File: src/rtl/posit_pkg.sv
// Shared widths and constant patterns for the posit multiplier encode stage (N=8, ES=4).
package posit_pkg;

    localparam int unsigned N    = 8;
    localparam int unsigned ES   = 4;
    localparam int unsigned RS   = $clog2(N);
    localparam int unsigned SW   = RS + ES + 2;      // total scale width
    localparam int unsigned MW   = 2 * N;            // product mantissa width
    localparam int unsigned FW   = MW - 1;           // product fraction width
    localparam int unsigned KW   = N - 1;            // kept body width
    localparam int unsigned PADW = N - 2;            // room for the largest in-range regime shift
    localparam int unsigned BW   = 2 + ES + FW + PADW; // aligned body width

    localparam logic [N-1:0]  NAR_PATTERN  = {1'b1, {(N-1){1'b0}}};
    localparam logic [N-1:0]  ZERO_PATTERN = '0;
    localparam logic [KW-1:0] MAXPOS_BODY  = '1;
    localparam logic [KW-1:0] MINPOS_BODY  = KW'(1);

endpackage

File: src/rtl/posit_rne_round.sv
// Round-to-nearest-even on the kept posit body; carry_c flags overflow of the kept field.
module posit_rne_round
    import posit_pkg::*;
(
    input  logic [KW-1:0] kept,
    input  logic          guard,
    input  logic          sticky,
    output logic [KW-1:0] rounded_c,
    output logic          carry_c
);

    logic round_up;

    // Increment when above half, or exactly half with an odd LSB.
    assign round_up = guard & (sticky | kept[0]);
    assign {carry_c, rounded_c} = {1'b0, kept} + (KW+1)'(round_up);

endmodule

File: src/rtl/posit_mult_encode.sv
// Posit multiplier encode stage: regime build, RNE, saturation, sign, specials.
// Two-stage valid/ready pipeline. Optional macro POSIT_ENC_STATUS_EN adds Status = {saturated, inexact}.
module posit_mult_encode
    import posit_pkg::*;
(
    input  logic          clk,
    input  logic          reset,
    input  logic          in_valid,
    output logic          in_ready,
    input  logic [MW-1:0] Mult_Mant_N,
    input  logic [SW-1:0] Total_EO,
    input  logic          Operation,
    input  logic          inf,
    input  logic          zero,
    output logic          out_valid,
    input  logic          out_ready,
    output logic [N-1:0]  Result
`ifdef POSIT_ENC_STATUS_EN
    ,
    output logic [1:0]    Status
`endif
);

    // Pipeline control
    logic s1_valid;
    logic s2_load;
    logic s1_advance;
    logic in_fire;

    assign s2_load    = ~out_valid | out_ready;
    assign s1_advance = s1_valid & s2_load;
    assign in_ready   = ~s1_valid | s1_advance;
    assign in_fire    = in_valid & in_ready;

    // The hidden one is implied by the regime terminator; only the fraction is encoded.
    logic unused_hidden;
    assign unused_hidden = Mult_Mant_N[MW-1];

    // Stage-1 front: decode k, choose regime shift and saturation decision
    logic signed [SW-1:0] k;
    logic                 k_neg;
    logic [SW-1:0]        shamt_full;
    logic [RS-1:0]        shamt;
    logic                 sat;
    logic signed [BW-1:0] body_pos;
    logic signed [BW-1:0] aligned_pos;
    logic [BW-1:0]        body_neg;
    logic [BW-1:0]        aligned_neg;
    logic [BW-1:0]        aligned;

    // Regime via shift: arithmetic shift replicates leading ones for k>=0, logical shift adds zeros for k<0.
    always_comb begin
        k           = $signed(Total_EO) >>> ES;
        k_neg       = k[SW-1];
        shamt_full  = k_neg ? ~k : k;
        sat         = shamt_full >= SW'(N - 2);
        shamt       = shamt_full[RS-1:0];
        body_pos    = {2'b10, Total_EO[ES-1:0], Mult_Mant_N[FW-1:0], PADW'(0)};
        body_neg    = {2'b01, Total_EO[ES-1:0], Mult_Mant_N[FW-1:0], PADW'(0)};
        aligned_pos = body_pos >>> shamt;
        aligned_neg = body_neg >> shamt;
        aligned     = k_neg ? aligned_neg : aligned_pos;
    end

    // Stage-1 registers
    logic [BW-1:0] s1_aligned;
    logic          s1_sat;
    logic          s1_k_neg;
    logic          s1_sign;
    logic          s1_inf;
    logic          s1_zero;

    // Capture a new beat whenever stage 1 is empty or handing off.
    always_ff @(posedge clk or posedge reset) begin
        if (reset) begin
            s1_valid   <= 1'b0;
            s1_aligned <= '0;
            s1_sat     <= 1'b0;
            s1_k_neg   <= 1'b0;
            s1_sign    <= 1'b0;
            s1_inf     <= 1'b0;
            s1_zero    <= 1'b0;
        end else begin
            if (in_ready) s1_valid <= in_valid;
            if (in_fire) begin
                s1_aligned <= aligned;
                s1_sat     <= sat;
                s1_k_neg   <= k_neg;
                s1_sign    <= Operation;
                s1_inf     <= inf;
                s1_zero    <= zero;
            end
        end
    end

    // Stage-2 front: split kept/guard/sticky and round
    logic [KW-1:0] kept;
    logic          guard;
    logic          sticky;
    logic [KW-1:0] rounded;
    logic          carry;

    assign kept   = s1_aligned[BW-1 -: KW];
    assign guard  = s1_aligned[BW-1-KW];
    assign sticky = |s1_aligned[BW-2-KW:0];

    posit_rne_round u_round (
        .kept      (kept),
        .guard     (guard),
        .sticky    (sticky),
        .rounded_c (rounded),
        .carry_c   (carry)
    );

    logic [KW-1:0] body;
    logic [N-1:0]  mag;
    logic [N-1:0]  result_c;
    logic [1:0]    status_c;

    // Saturate, apply sign, then let specials override everything.
    always_comb begin
        body     = rounded;
        status_c = {carry, guard | sticky};
        if (s1_sat) begin
            body     = s1_k_neg ? MINPOS_BODY : MAXPOS_BODY;
            status_c = 2'b11;
        end else if (carry) begin
            body = MAXPOS_BODY;
        end
        mag      = {1'b0, body};
        result_c = s1_sign ? (~mag + N'(1)) : mag;
        if (s1_inf) begin
            result_c = NAR_PATTERN;
            status_c = 2'b00;
        end else if (s1_zero) begin
            result_c = ZERO_PATTERN;
            status_c = 2'b00;
        end
    end

    // Stage-2 registers; hold while the consumer stalls.
    always_ff @(posedge clk or posedge reset) begin
        if (reset) begin
            out_valid <= 1'b0;
            Result    <= '0;
        end else if (s2_load) begin
            out_valid <= s1_valid;
            if (s1_valid) Result <= result_c;
        end
    end

`ifdef POSIT_ENC_STATUS_EN
    // Status travels with Result.
    always_ff @(posedge clk or posedge reset) begin
        if (reset) begin
            Status <= 2'b00;
        end else if (s2_load && s1_valid) begin
            Status <= status_c;
        end
    end
`else
    logic unused_status;
    assign unused_status = ^status_c;
`endif

endmodule
File: config.mk
export PLATFORM = sky130hd
export DESIGN_NAME = posit_mult_encode
export DESIGN_NICKNAME = d
export VERILOG_FILES = /design/src/rtl/posit_pkg.sv /design/src/rtl/posit_rne_round.sv /design/src/rtl/posit_mult_encode.sv
export SDC_FILE = /design/constraint.sdc
export NUM_CORES = 1
export LEC_CHECK = 0
export ABC_AREA = 1
export BUFFER_PORTS_ARGS = -buffer_cell sky130_fd_sc_hd__clkbuf_2
export CORE_MARGIN = 1
export CORE_UTILIZATION = 59
export CTS_BUF_LIST = sky130_fd_sc_hd__clkbuf_4
export DETAILED_ROUTE_END_ITERATION = 8
export HOLD_SLACK_MARGIN = 0.05
export PLACE_DENSITY = 0.82
export SLEW_MARGIN = 15
export SYNTH_ARGS = -nofsm -noshare
export SYNTH_HDL_FRONTEND = slang
export SYNTH_SLANG_ARGS = --single-unit
File: constraint.sdc
create_clock -name clk -period 2.3 [get_ports clk]
set_clock_uncertainty 0.15 [all_clocks]
set_input_delay 0.115 -clock clk [delete_from_list [all_inputs] [get_ports clk]]
set_output_delay 0.115 -clock clk [all_outputs]
set_load 0.01 [all_outputs]
# Word level (Yosys, flattened, before mapping)
# Index checks and enable logic that the tools add are counted.
# word_totals
reg_bits	42
latchBits	0
ramBits	0
mem_bits_ro	0
input_bits	32
n_memories	0
# op_classes
addsub	2
multipliers	0
n_div	0
n_lt_le_gt_ge	1
eq_ne	0
n_shift	2
mux	8
n_bitwise	10
n_reduce_logical	2
# ops
cell	n
27-bit two-way mux	1
26-bit by 3-bit right shift with 27-bit output	1
27-bit by 3-bit >>> shifter with 27-bit output	1
8-bit two-way mux	3
7-bit two-way mux	3
19-bit OR reduction	1
9-bit by 3-bit >= comparator with 1-bit output (second input constant)	1
9-bit two-way mux	1
5-bit inverter with 9-bit output	1
7-bit by 1-bit adder with 8-bit output	1
8-bit by 1-bit adder with 8-bit output (second input constant)	1
7-bit inverter with 8-bit output	1
1-bit bitwise AND	3
1-bit bitwise OR	3
1-bit inverter	2
2-bit AND reduction	1

# Longest topological paths before layout
# depth
ltp_word	11
ltp_mapped	16
depth_no_buf	16

# Modules after synthesis
# From an unflattened synthesis, not the netlist that was laid out.
# hier_totals
cells_unflattened	415
hier_area_um2	3093.0
# modules_own_cells
mod	n_inst	cells_per_inst	area_each_um2	seq_area_each_um2
posit_mult_encode	1	389	2940.3	1051.0
posit_rne_round	1	26	152.6	0.0

# Least setup slack after synthesis
# No wires, ideal clock.
# synth_timing
path_kind	register to register
from	register s1_aligned[20]
to	register Result[6]
setup_ns	0.117
t_arrival_ns	1.565
setup_slack_ns	0.467
path_stages_with_launch	13
path_buffers	0
cell_sequence	dfrtp_1 > nand2_4 > inv_1 > ha_1 > o21ai_4 > ha_1 > nand2_1 > nor2_1 > nand2_1 > nand2_1 > nand2_1 > nand3_1 > nand2_1
# synth_between
elab_chain_cells	10
# synth_lines
item	line	rtl
start: declaration	posit_mult_encode.sv:66	logic [BW-1:0] s1_aligned;
start signal: assignment	posit_mult_encode.sv:86	s1_aligned <= aligned;
1-bit bitwise OR	posit_rne_round.sv:15	assign round_up = guard & (sticky | kept[0]);
1-bit bitwise AND	posit_rne_round.sv:15	
7-bit by 1-bit adder with 8-bit output (*)	posit_rne_round.sv:16	assign {carry_c, rounded_c} = {1'b0, kept} + (KW+1)'(round_up);
7-bit two-way mux (*)	posit_mult_encode.sv:127	end else if (carry) begin
7-bit two-way mux (*)	posit_mult_encode.sv:124	if (s1_sat) begin
7-bit inverter with 8-bit output	posit_mult_encode.sv:131	result_c = s1_sign ? (~mag + N'(1)) : mag;
8-bit by 1-bit adder with 8-bit output	posit_mult_encode.sv:131	
8-bit two-way mux (*)	posit_mult_encode.sv:131	
8-bit two-way mux (*)	posit_mult_encode.sv:135	end else if (s1_zero) begin
8-bit two-way mux (*)	posit_mult_encode.sv:132	if (s1_inf) begin
end signal: assignment	posit_mult_encode.sv:148	if (s1_valid) Result <= result_c;
end: declaration	posit_mult_encode.sv:17	output logic [N-1:0] Result
# Mark *: on every way between the ends. The rest lies on a longest branch, timed or not.
# A chain may end at the register's enable or synchronous reset.

# Final worst setup path
# layout_timing
from	input port Total_EO[5]
to	register s1_aligned[13]
# layout_between
elab_chain_cells	4
# layout_lines
item	line	rtl
start: declaration	posit_mult_encode.sv:11	input logic [SW-1:0] Total_EO,
5-bit inverter with 9-bit output	posit_mult_encode.sv:55	shamt_full = k_neg ? ~k : k;
9-bit two-way mux (*)	posit_mult_encode.sv:55	
27-bit by 3-bit >>> shifter with 27-bit output / 26-bit by 3-bit right shift with 27-bit output (equally long branches)	posit_mult_encode.sv:60, posit_mult_encode.sv:61	
27-bit two-way mux (*)	posit_mult_encode.sv:62	aligned = k_neg ? aligned_neg : aligned_pos;
# Marks and branches as above.

==> impl_metrics.csv <==
group,metric,value,unit
outcome,status,"finished, final reports clean",
detailed_routing,drt_iter0_drc,158,
clocking,cts_buffers,5,
detailed_routing,wl_per_cell,13.0,um
timing,rsz0062_at_grt,"no",
clocking,post-cts-setup-buffers,0,
hold_path,hp-class,"in2reg",
final_layout,synthToLayoutAreaGrowth,15.8,%
clocking,cts_tree,"yes",
floorplan,core_area,4500,um2
placement,gp_congestion,0.853,
synthesis,synth_nets,442,
timing,fmax,0.467,GHz
worst_setup_path,slowest_delay,0.59,ns
detailed_routing,drt.antenna.violating_nets,0,
global_routing,overflow,0,
worst_setup_path,cp_cell_sequence,"dlygate4sd3_1, clkbuf_2, nand2_1, inv_2, nor2_4, buf_4, nor2_1, a31oi_1, dlygate4sd3_1, nand2_1, nand3_1",
final_layout,stdcell_count,517,
global_routing,grt_pass1_vias,2684,
detailed_routing,drc,0,
final_layout,drive_above_1_share,19.4,%
synthesis,synth_top_area_share,36.8,%
timing,min_period,2.14,ns
clocking,cts_buffer_depth,2,
placement,dp_cells,494,
placement,io_buffers,40,
global_routing,track_usage,28.5,%
final_layout,n_fill_cell,371,
worst_setup_path,required,2.45,ns
synthesis,ys_seq_area_share,36.8,%
clocking,worstSkewPairLatency,0.35,ns
timing,hold_violations,0,
power_and_ir_drop,power_leakage,1.71,nW
clocking,htree_levels,2,
synthesis,yosys.area.top_type,"dfrtp_1",
final_layout,n_antenna_cell,0,
power_and_ir_drop,p_per_area,714,nW/um2
floorplan,ios,42,
timing,finalSetupTns,0,ns
worst_setup_path,worstRegToRegCells,15,
final_layout,layout.nets,498,
clocking,cts-root-buf,"clkbuf_4",
clocking,clk_pin_slew_worst_paths,0.12,ns
detailed_routing,firstDrtPassIters,5,
global_routing,antenna_found_initial,0,
global_routing,grt_pass1_wl,11400,um
synthesis,netlist_area,2860,um2
timing,worstMarginPinSlew,0.535,ns
floorplan,chipWidth,71.6,um
hold_path,min_path_cells,3,
worst_setup_path,setup.worst_path.start_class,"primary input",
worst_setup_path,endpoint_kind,"flop",
worst_setup_path,critical_path_class,"in2reg",
global_routing,grt_max_degree,43,
final_layout,postLayoutCellArea,3310,um2
detailed_routing,viasPerCell,5.56,
synthesis,syn_area_per_cell,7.00,um2
detailed_routing,wl,6740,um
placement,dpl_cell_area,3080,um2
synthesis,ys_warn_count,0,
flow_run,drv_cap,0,
placement,detailed_place_hpwl,4890,um
detailed_routing,vias,2877,
floorplan,num_rows,24,
floorplan,initial_utilization,63.4,%
floorplan,fp.dieH,71.6,um
synthesis,syn_inst,408,
synthesis,ys_ff_latch,42,
synthesis,synth.top_cells.by_area,"dfrtp_1, nand2_1, inv_1",
timing,fin_crit_sh,93.2,%
worst_setup_path,crit_fanout,20,
timing,final-max-slew-violation-count,0,
power_and_ir_drop,ir_worst_vdd,362,uV
timing,timing.slew.headroom,64.3,%
timing,setup_violations,0,
synthesis,synth_cell_types,40,
worst_setup_path,critical_path_arrival,2.30,ns
floorplan,dieArea,5130,um2
clocking,cts_sinks,42,
worst_setup_path,critPathSlowestCell,"dlygate4sd3_1",
-- area by class of cell --
cell class	count	area, um2	area share (%)
timing repair buffer	62	403	12.2
multi-input combinational	307	1530	46.3
clock buffer	6	45.0	1.36
clock inverter	2	37.5	1.13
sequential	42	1050	31.7
inverter	46	178	5.37
tap	52	65.1	1.97
-- layout by cell type (no fill, tap or decap), types with 8 or more instances in the layout --
cell	synthesis	layout
nand2_1	152	152
dfrtp_1	42	42
inv_1	40	40
clkbuf_2	1	40
o21ai_1	27	27
nand3_1	25	25
nor2_1	24	24
dlygate4sd3_1	0	15
nand2_2	9	9
o21ai_0	9	9
o221ai_1	8	8
-- registers in the layout, summed over array words and instances, names as in the netlist --
signal      flops
s1_valid        1
s1_sign         1
Result          8
s1_aligned     27
s1_k_neg        1
s1_sat          1
out_valid       1
s1_zero         1
s1_inf          1
-- timing repair --
action | in CTS | in global routing
setup endpoints to repair | 0 | 0
gates resized for setup | 0 | 0
endpoints found under the hold margin | 59 | 0
hold buffers | 15 | 0
-- cells by family (layout without fill, tap and decap cells) --
kind of cell    Yosys count  in the layout  share of synthesized area [%]
compound gates           73             73                           16.7
flops                    42             42                           36.8
simple gates            228            228                           34.8
buf+inv                  59            116                           9.63
mux                       1              1                          0.350
xor+xnor                  3              3                          0.920
fa+ha+maj                 2              2                          0.876
-- per-stage QoR --
stage | power, W | worst slack [ns] | hold slack [ns] | utilization, %
global placement | 0.00183 | 0.328 | 0.0928 | 68.3
CTS | 0.00237 | 0.195 | 0.0619 | 73.5
floorplan | 0.00163 | 0.467 | 0.0746 | -
global route | 0.00253 | 0.0351 | 0.0789 | 73.5
detailed placement | 0.00186 | 0.297 | 0.102 | 68.3
finish | 0.00236 | 0.157 | 0.0681 | 73.5
-- critical path, delay by kind of cell --
family                 cells  cell delay [ns]
AO/OA/AOI/OAI              1             0.24
buffers and inverters      5             1.56
AND/OR/NAND/NOR            5             0.39
-- path summary, 6_finish.rpt --
check,start,endpoint,slack (ns)
setup / recovery,Total_EO[5],s1_aligned[13],0.16
hold / removal,Total_EO[8],s1_aligned[19],0.07
setup reg to reg,s1_aligned[8],Result[6],0.28
hold reg to reg,Result[3],Result[3],0.34
max in group asynchronous,reset,s1_aligned[26],1.39
min in group asynchronous,reset,s1_aligned[10],0.24
-- cells in the mapped netlist --
cell type  number
buf_1           1
a22o_1          2
o221ai_1        8
nor2_1         24
o21ai_2         3
o211ai_1        7
a21oi_1         6
o21ai_4         1
or2_1           1
nor2_4          2
a21boi_1        1
buf_6           5
nor2_2          6
o22ai_1         2
nor3_4          1
nand4_1         3
inv_4           2
clkbuf_1        2
nand3b_1        1
nand3_2         2
buf_4           2
xor2_1          1
mux2i_1         1
a31oi_2         1
nand2_1       152
clkbuf_2        1
o21ai_0         9
inv_1          40
inv_2           4
nand2_2         9
o211ai_2        2
a22oi_1         1
nand3_1        25
dfrtp_1        42
ha_1            2
nand2_4         2
o21ai_1        27
a31oi_1         3
buf_2           2
xnor2_1         2
-- power breakdown --
group          internal [W]  switching (W)  total (W)
registers          0.000895       0.000114    0.00101
logic              0.000337       0.000532   0.000869
clock network      0.000241       0.000245   0.000486
-- metal layers --
layer | vias to the layer above | wire length, um | GRT usage (%)
met4 | 0 | 198 | 10.9
li1 | 1442 | - | -
met5 | - | 0 | 0
met2 | 96 | 3290 | 50.5
met1 | 1321 | 2910 | 35.2
met3 | 18 | 341 | 4.36
Power figures use the tool's default switching activity.
